==> config.mk <==
export PLATFORM = sky130hd
export DESIGN_NAME = pc_sequencer
export DESIGN_NICKNAME = d
export VERILOG_FILES = /design/src/rtl/pc_sequencer.sv
export SDC_FILE = /design/constraint.sdc
export NUM_CORES = 1
export LEC_CHECK = 0
export ABC_AREA = 1
export ABC_CLOCK_PERIOD_IN_PS = 1900
export CORE_MARGIN = 1
export CORE_UTILIZATION = 30
export CTS_CLUSTER_SIZE = 40
export DETAILED_ROUTE_END_ITERATION = 10
export MAX_ROUTING_LAYER = met4
export SKIP_CTS_REPAIR_TIMING = 1
export SKIP_LAST_GASP = 1
export SYNTH_ARGS = -nofsm -noshare
export SYNTH_HDL_FRONTEND = slang
export SYNTH_SLANG_ARGS = --single-unit
==> constraint.sdc <==
create_clock -name clk -period 1.9 [get_ports clk]
set_input_delay 0.38 -clock clk [delete_from_list [all_inputs] [get_ports clk]]
set_output_delay 0.38 -clock clk [all_outputs]
set_load 0.005 [all_outputs]
==> src/rtl/pc_sequencer.sv <==
// IF-stage program counter: next-PC selection, IF/ID flush and a boot/run(/trap) fetch gate.
// Define PC_ALIGN_CHECK_EN to trap on misaligned redirect targets instead of masking them.
module pc_sequencer #(
  parameter logic [31:0] RESET_PC    = 32'h0000_0000,
  parameter int unsigned BOOT_CYCLES = 2
) (
  input  logic        clk,
  input  logic        reset,
  input  logic [31:0] pc_add4_i,
  input  logic        stall_i,
  input  logic        branch_taken_i,
  input  logic [31:0] branch_target_i,
  input  logic        jump_i,
  input  logic [31:0] jump_target_i,
  output logic [31:0] pc_o,
  output logic        fetch_valid_o,
  output logic        flush_o,
  output logic [31:0] fetch_count_o,
  output logic [15:0] stall_count_o,
  output logic        misalign_o
);

  typedef enum logic [1:0] {StBoot, StRun, StTrap} state_e;

  // BOOT_CYCLES of 0 and 1 both leave BOOT on the first edge after reset.
  localparam logic [3:0] BootLast = (BOOT_CYCLES == 0) ? 4'd0 : 4'(BOOT_CYCLES - 1);

  state_e      state_q, state_d;
  logic [3:0]  boot_cnt_q, boot_cnt_d;
  logic [31:0] pc_q, pc_d;
  logic [31:0] fetch_cnt_q, fetch_cnt_d;
  logic [15:0] stall_cnt_q, stall_cnt_d;
  logic        redirect;
  logic [31:0] target;
  logic        flush;
`ifdef PC_ALIGN_CHECK_EN
  logic        misalign_q, misalign_d;
`endif

  assign redirect = jump_i | branch_taken_i;
  assign target   = jump_i ? jump_target_i : branch_target_i;

  always_comb begin
    state_d     = state_q;
    boot_cnt_d  = boot_cnt_q;
    pc_d        = pc_q;
    fetch_cnt_d = fetch_cnt_q;
    stall_cnt_d = stall_cnt_q;
    flush       = 1'b0;
`ifdef PC_ALIGN_CHECK_EN
    misalign_d  = misalign_q;
`endif
    unique case (state_q)
      StBoot: begin
        if (boot_cnt_q == BootLast) begin
          state_d = StRun;
        end else begin
          boot_cnt_d = boot_cnt_q + 4'd1;
        end
      end
      StRun: begin
        if (redirect) begin
          flush = 1'b1;
`ifdef PC_ALIGN_CHECK_EN
          if (target[1:0] != 2'b00) begin
            state_d    = StTrap;
            misalign_d = 1'b1;
          end else begin
            pc_d        = target;
            fetch_cnt_d = fetch_cnt_q + 32'd1;
          end
`else
          pc_d        = target & 32'hFFFF_FFFC;
          fetch_cnt_d = fetch_cnt_q + 32'd1;
`endif
        end else if (stall_i) begin
          if (stall_cnt_q != 16'hFFFF) begin
            stall_cnt_d = stall_cnt_q + 16'd1;
          end
        end else begin
          pc_d        = pc_add4_i;
          fetch_cnt_d = fetch_cnt_q + 32'd1;
        end
      end
      StTrap: begin
        // Only reset leaves TRAP; everything stays frozen.
        state_d = StTrap;
      end
      default: state_d = StBoot;
    endcase
  end

  always_ff @(posedge clk) begin
    if (reset) begin
      state_q     <= StBoot;
      boot_cnt_q  <= 4'd0;
      pc_q        <= RESET_PC;
      fetch_cnt_q <= 32'd0;
      stall_cnt_q <= 16'd0;
`ifdef PC_ALIGN_CHECK_EN
      misalign_q  <= 1'b0;
`endif
    end else begin
      state_q     <= state_d;
      boot_cnt_q  <= boot_cnt_d;
      pc_q        <= pc_d;
      fetch_cnt_q <= fetch_cnt_d;
      stall_cnt_q <= stall_cnt_d;
`ifdef PC_ALIGN_CHECK_EN
      misalign_q  <= misalign_d;
`endif
    end
  end

  assign pc_o          = pc_q;
  assign fetch_valid_o = (state_q == StRun);
  assign flush_o       = flush & ~reset;
  assign fetch_count_o = fetch_cnt_q;
  assign stall_count_o = stall_cnt_q;
`ifdef PC_ALIGN_CHECK_EN
  assign misalign_o    = misalign_q;
`else
  assign misalign_o    = 1'b0;
`endif

endmodule

==> reports/qor.txt <==
Cts bufs inserted: 9
Initial antenna violation count: 0
Post-Syn Area: 4640 um2
Final hold violation count: 0
Overall Global Routing Usage: 19.4%
Final GP Congestion: 0.866
Worst Path Buf+Inv: 3
Max_cap viols: 0
Worst ir drop on vdd: 0.412 mV
Antenna diodes: 0
Largest net degree at the start of global routing: 39
CTS tree: done
Core area: 15100 um2
Register area: 1720 um2
Crit start category: register
Hold/Removal Path Class: reg -> reg
Root Buffer: clkbuf_16
Area growth syn-to-layout: 53.7%
Die area: 16000 um2
Fmax achieved: 541 MHz
Wirelength, routed: 14.8 mm
I/O pin total: 184
Setup CP Type: reg -> out
Avg Inst Size Synth: 6.66 um2
Drt first-iter violations: 282
Outcome: finished clean
Syn_nets: 802
FF+latch count, synth: 86
Skew-Pair Late Insertion Delay: 340 ps
Critical-path cell list: inv_1 -> nand2_4 -> inv_2 -> clkdlybuf4s50_1
Post-synthesis sequential area ratio: 37.1%
WL per Instance: 13.7 um
Initial Util: 30.6%
Fin. max-slew vios: 0
First-pass DRT Iterations: 5
Slowest CP cell: clkdlybuf4s50_1
CTS Sinks: 86
Top cell family by delay on the critical path: buffers and inverters
DRC errors left: 0
First-pass GRT wire length: 23.8 mm
Distinct cells, synth: 32
Synth top area share: 37.1%
Dominant cell type by area after synthesis: dfxtp_1
IO Port Bufs: 178
Routed Antenna Nets: 0
Clk slew on worst S/H paths: 60 ps
Fin crit period: 1850 ps
Die height: 126 um
Endpoints failing setup: 0
Pwr Density: 790 nW/um2
Post-DP HPWL: 11.2 mm
Final core utilization: 47.1%
Period utilization: 97.3%
Setup tns final: 0 ps
Die Wd: 126 um
CP Max Fanout: 4
Filler Cells Inserted: 1534
Critical Path AT: 1470 ps
Via count: 5203
CP endpoint kind: primary output
H-Tree Depth: 3
Yosys warnings: 0
P_leak: 2.76 nW
WP data required: 1520 ps
Multi-input logic area: 2520 um2
Dominant cells by area after synthesis: dfxtp_1, nand2_1, a21oi_1
CTS max path bufs: 2
Share of post-route cells with drive strength above 1: 10.4%
Max stage delay on crit path: 500 ps
Post-synthesis instance total: 697
Clock skew: 6.80 ps
Vias in the first global route: 4706
Number of cell rows: 45
Final nets: 992
Via-to-Cell Ratio: 4.82
GRT overflow: 0
-- layout by cell type, fill, tap and decap left out, types with 2 or more instances in the layout --
master and n:
a21oi_1 87, buf_12 4, buf_4 28, clkbuf_1 2
clkbuf_16 9, clkbuf_8 2, clkdlybuf4s50_1 177, dfxtp_1 86
ha_1 4, inv_1 71, inv_2 2, nand2_1 131
nand2_2 2, nand2_4 3, nand3_1 36, nand3b_1 3
nand4_1 17, nor2_1 84, nor2_2 5, nor2_4 3
nor3_1 11, o211ai_1 30, o21ai_0 47, or2_2 31
xor2_1 4
-- synthesized netlist by cell type (all sizes together) --
cell    number
nand4       17
ha           4
clkinv       1
o21bai       1
dfxtp       86
conb         1
clkbuf      21
nor4         1
xor2         4
o21ai       47
nor3b        1
nand2      136
nand3       36
nand3b       3
buf         10
nor3        11
xnor2        1
inv         73
a21oi       88
a31oi        1
nor2        92
o21a         1
o211ai      30
or2         31
-- final timing paths --
path / to / startpoint / slack, ps / cells after the start
worst max-delay path: fetch_valid_o / state_q[1] / 50 / 4
worst min-delay path: pc_o[0] / pc_o[0] / 470 / 2
worst max register to register: stall_count_o[10] / stall_count_o[1] / 200 / 11
worst min register to register: pc_o[0] / pc_o[0] / 470 / 2
-- stage by stage --
step           setup slack [ps]  area (um2)  std cells  hold WS, ps  power [W]
5_1_grt                   -5.14        7130       1080          493    0.00596
3_3_place_gp               -169        6810       1063          431    0.00385
4_1_cts                    -196        7110       1079          439    0.00569
3_5_place_dp               -175        6810       1063          434    0.00384
2_1_floorplan               392        4640        697          421    0.00291
6_report                   52.0        7130       1080          470    0.00563
-- flip-flops by register name (all words and copies together), names as in the netlist --
name	count
pc_o	32
stall_count_o	16
boot_cnt_q	4
fetch_count_o	32
state_q	2
-- cells by family after synthesis --
| group | Yosys count | share of synthesized area [%] |
|---|---|---|
| fa+ha+maj | 4 | 1.08 |
| other cells | 1 | 0.0808 |
| xor+xnor | 5 | 0.944 |
| flops | 86 | 37.1 |
| compound gates | 168 | 20.1 |
| buf+inv | 105 | 8.84 |
| simple gates | 328 | 31.8 |
-- tightest hold or removal path, stage by stage, from the launching register on --
cell and delay, ps:
dfxtp_1 310, nand2_1 60, a21oi_1 50
-- cell type report --
class,count,share of cell area (%)
Timing Repair Buffer,210,29.1
Clock inverter,3,0.596
Inverter,74,3.89
Tap cell,188,3.30
Clock buffer,13,3.65
Sequential cell,86,24.1
Multi-Input combinational cell,506,35.3
-- metal layers --
layer | track usage (%) | up-vias | routed length [um] | share of wire, %
met5 | - | - | 0 | 0
met4 | 7.09 | 0 | 286 | 1.9
met3 | 3.84 | 17 | 801 | 5.4
met2 | 31.4 | 150 | 7100 | 48
met1 | 24.1 | 2351 | 6620 | 45
li1 | - | 2685 | - | -
-- power breakdown --
group | internal (W) | switching (W) | total (W)
Clock | 0.00109 | 0.000715 | 0.00180
Sequential | 0.00204 | 0.000137 | 0.00217
Combinational | 0.000893 | 0.000764 | 0.00166
No activity file was read; power rests on OpenSTA's default activity.
==> variant 1: new RTL, same flow settings <==
Register the output `fetch_count_o` once more, without a reset; this adds one clock of latency there. The other outputs are not delayed to match.
--- a/src/rtl/pc_sequencer.sv
+++ b/src/rtl/pc_sequencer.sv
@@ -115,7 +115,9 @@
   assign pc_o          = pc_q;
   assign fetch_valid_o = (state_q == StRun);
   assign flush_o       = flush & ~reset;
-  assign fetch_count_o = fetch_cnt_q;
+  always_ff @(posedge clk) begin
+    fetch_count_o <= fetch_cnt_q;
+  end
   assign stall_count_o = stall_cnt_q;
 `ifdef PC_ALIGN_CHECK_EN
   assign misalign_o    = misalign_q;
Formal check against the unedited RTL: not equivalent (a bounded check fails within 4 cycles, from zero or initial values and one cycle with reset high).
==> variant 1 against the original RTL <==
- area after synthesis grew 14%
- final cell count grew 7.0%
- die area grew 14%
- routed wire length grew 2.3%
- clock power up 96%
- setup slack improved by 74 ps
- register-to-register slack gained 140 ps
- cell area rose by 13%
- fmax increased by 4.2%
- total power grew 41%
- sequential cell count rose by 32
- hold slack worse by 100 ps
- critical path type unchanged
- largest cell class unchanged
==> variant 1: results (changes against the original RTL) <==
Parameter                              Value

Timing
  Worst Skew    5.254 ps (was 6.799 ps)
  Max Clock Freq    0.5636 GHz (was 0.5411 GHz)

Global routing
  Pin count of the biggest net entering global routing    61 (was 39)
  Wire length of the first global-routing pass    24570 um (was 23760 um)

Synthesis
  Sequential element share of the synthesized area    0.4474 (was 0.3710)
  Xor-xnor portion of the synthesized cell area    0.01161 (was 0.009437)
  Syn nets    833 (was 802)
  Post-Syn Area per Cell    7.253 um^2 (was 6.658 um^2)
  Compound-cell area share of the yosys netlist    0.1784 (was 0.2011)

Hold path
  Destination of the worst hold path    fetch_count_o[31]$_DFF_P_ (was pc_o[0]$_SDFFE_PP0P_)

Finish
  Fillers    1684 (was 1534)
  Non-clock buffering overhead    0.2507 (was 0.2908)
  Clock buffer cells    19 (was 13)
  Combined area of the multi-input logic cells    0.002404 mm^2 (was 0.002521 mm^2)
  Layout Nets    1024 (was 992)
  Signal inverters    93 (was 74)
  Non-Filler Instances    1156 (was 1080)
  Fraction of the core area covered by cells at the end of the flow    0.4685 (was 0.4710)
  Flip-flop and latch area    0.002362 mm^2 (was 0.001722 mm^2)

Setup path
  Worst-case reg-to-reg path depth    8 (was 11)
  Reg-to-reg setup timing slack    340 ps (was 200 ps)
  Crit Reg-Reg Endpoint    stall_count_o[12]$_SDFFE_PP0P_ (was stall_count_o[10]$_SDFFE_PP0P_)

Placement
  # placed instances    1125 (was 1063)
  Detailed-placement wirelength estimate    11020 um (was 11210 um)
  Placer congestion estimate    0.8597 (was 0.8658)
  Dpl cell area    0.007408 mm^2 (was 0.006808 mm^2)

Clock network
  Later-pin clock latency in the skew report    410 ps (was 340 ps)
  H-tree Lvls    4 (was 3)
  Sink count of the clock tree    118 (was 86)

Pwr
  Fraction of power spent switching nets    0.2515 (was 0.2868)

Status
  Outcome    completed (unchanged)

Route
  Iteration-0 DRC Markers    298 (was 282)
variant 1: cell count changes after synthesis, moves of 4 or more:
cell     unedited run  this run
nor2_1             85        76
nand2_1           133       149
dfxtp_1            86       118
inv_1              72        91
nor2_4              3         7
nand4_1            17         9
or2_2              31         1
variant 1: power groups by stage:
stage,Combinational (uW),Clock [uW],Sequential [uW]
after floorplan,675,0,2900
after global placement,1550,0,2890
after detailed placement,1550,0,2900
after CTS,1550,3620,2850
after global routing,1680,3710,2890
final,1530,3530,2850
variant 1: routing by layer:
| metal | global-route usage | wire [um] | share of wire | vias up |
|---|---|---|---|---|
| met5 | - | 0 | 0 | - |
| li1 | - | - | - | 2748 |
| met4 | 0.06554 | 238 | 0.016 | 0 |
| met1 | 0.2202 | 6923 | 0.46 | 2304 |
| met3 | 0.04279 | 852 | 0.056 | 19 |
| met2 | 0.2849 | 7133 | 0.47 | 144 |
==> variant 2: new RTL, same settings <==
Without the edit above. The option `PC_ALIGN_CHECK_EN` is turned on by a define.
--- a/src/rtl/pc_sequencer.sv
+++ b/src/rtl/pc_sequencer.sv
@@ -1,5 +1,7 @@
 // IF-stage program counter: next-PC selection, IF/ID flush and a boot/run(/trap) fetch gate.
 // Define PC_ALIGN_CHECK_EN to trap on misaligned redirect targets instead of masking them.
+`define PC_ALIGN_CHECK_EN
+
 module pc_sequencer #(
   parameter logic [31:0] RESET_PC    = 32'h0000_0000,
   parameter int unsigned BOOT_CYCLES = 2
Function: changed (Yosys sat finds a counterexample within 4 cycles, from zero or initial values and one cycle with reset high).
==> variant 2 against the original RTL <==
- total power is 0.48% higher
- critical path type unchanged
- sequential power is 2% lower
- critical path depth stayed put
- sequential share of layout area is 0.78 points lower
- clock power is 3% higher
- first-iteration DRC count is 0.71% higher
- setup slack better by 0.91 ps
- via count is 7.0% higher
- cell area is 4.6% higher
- area after synthesis is 2.3% higher
- non-clock buffer count is 15 higher
- final cell count is 9.8% higher
- routed wire length is 7.9% higher
- sequential cell count is 1 higher
==> variant 2: results (changes against the original RTL) <==
Parameter                              Value

Setup path
  Worst-case reg-to-reg path depth    10 (was 11)
  Crit Reg-Reg Endpoint    fetch_count_o[26]$_SDFFE_PP0P_ (was stall_count_o[10]$_SDFFE_PP0P_)
  Reg-to-reg setup timing slack    220 ps (was 200 ps)
  R2r startpoint    fetch_count_o[0]$_SDFFE_PP0P_ (was stall_count_o[1]$_SDFFE_PP0P_)

Status
  Outcome    completed (unchanged)

Finish
  Layout cells sized above 1    0.07282 (was 0.1043)
  Layout Nets    1077 (was 992)

Placement
  IO buf count    183 (was 178)
  # placed instances    1160 (was 1063)

Synthesis
  Syn nets    878 (was 802)
  Library cells used by synthesis    26 (was 32)
  Area contributors post-synth    dfxtp_1 (37%), nand2_1 (17%), nor2_1 (12%) (was dfxtp_1 (37%), nand2_1 (11%), a21oi_1 (9.4%))
  Post-Syn Area per Cell    6.157 um^2 (was 6.658 um^2)
  Sequential element share of the synthesized area    0.3669 (was 0.3710)

Timing
  Worst Skew    4.849 ps (was 6.799 ps)

Hold path
  Destination of the worst hold path    misalign_o$_SDFFE_PP0P_ (was pc_o[0]$_SDFFE_PP0P_)

Global routing
  Wire length of the first global-routing pass    25230 um (was 23760 um)
  Number of global-route vias before repair    5205 (was 4706)
  GRT Resource Usage Total    0.2028 (was 0.1945)
  Pin count of the biggest net entering global routing    45 (was 39)

Route
  Via density    4.695 (was 4.818)
  First drt pass iteration count    4 (was 5)
  Iteration-0 DRC Markers    284 (was 282)
  Total routed wirelength    15970 um (was 14800 um)

Pwr
  Reported leakage power    0.002934 uW (was 0.002763 uW)
## variant 2: changes by cell type after synthesis, sizes merged, moves of 3 or more
cell,change
nand2,+76
nand3,+75
nor2,+62
a21oi,-42
o211ai,-30
or2,-30
inv,-28
nand4,-11
buf,+8
o21ai,-3
## variant 2: metrics by stage
stage                     setup slack (ps)    util  area, um^2
after global placement              -371.2  0.4554        6974
after detailed placement            -419.5  0.4554        6974
after CTS                           -427.1  0.4756        7283
after global routing                -20.20  0.4873        7463
final                                52.91  0.4873        7463
after floorplan                      312.8       -        4747
## variant 2: power breakdown
group	leakage (uW)	internal [uW]	switching, uW
registers	0.000705	2010	112
clock network	0.000152	1090	770
logic	0.00208	887	788
## variant 2: routing by layer
| metal | routed length, um | track usage |
|---|---|---|
| met5 | 0 | - |
| met4 | 253 | 0.07543 |
| met3 | 950 | 0.04633 |
| met2 | 7487 | 0.3376 |
| met1 | 7276 | 0.2383 |
## variant 2: area by class of cell
type / count / area, um^2 / share of cell area
multi-input cells: 601 / 2688 / 0.3601
repair buffers: 225 / 2287 / 0.3065
flip-flops and latches: 87 / 1743 / 0.2335
well taps: 211 / 264.0 / 0.03537
clock buffers: 11 / 252.7 / 0.03386
inverters: 46 / 172.7 / 0.02314
clock inverters: 5 / 56.30 / 0.007544
## variant 2: cells by family after synthesis
| kind of cell | share of synthesized area |
|---|---|
| AOI/OAI and AO/OA | 0.09647 |
| and+or+nand+nor | 0.4325 |
| DFF | 0.3669 |
| xor gates and xnor gates | 0.01476 |
| adders and majority gates | 0.01581 |
| buffers and inverters | 0.07354 |
## variant 2: worst max path at each step
stage / cells after the start / slack, ps / to / from
final: 4 / 50 / fetch_valid_o / state_q[1]$_SDFFE_PP0P_
after global routing: 11 / -20 / fetch_count_o[30]$_SDFFE_PP0P_ / branch_taken_i
after CTS: 4 / -430 / flush_o / jump_i
after detailed placement: 4 / -420 / flush_o / jump_i
after global placement: 4 / -370 / flush_o / jump_i
after floorplan: 10 / 310 / fetch_count_o[26]$_SDFFE_PP0P_ / fetch_count_o[0]$_SDFFE_PP0P_
## variant 2: worst reg2reg max path, stage by stage, from the launching register on
cell,delay (ps)
dfxtp_1,330
ha_1,210
nand2_1,80
nor2_2,180
nand2_1,110
nor2_1,190
nand2_1,140
nor2_1,150
nand3_1,90
nand2_1,70
nor2_1,30
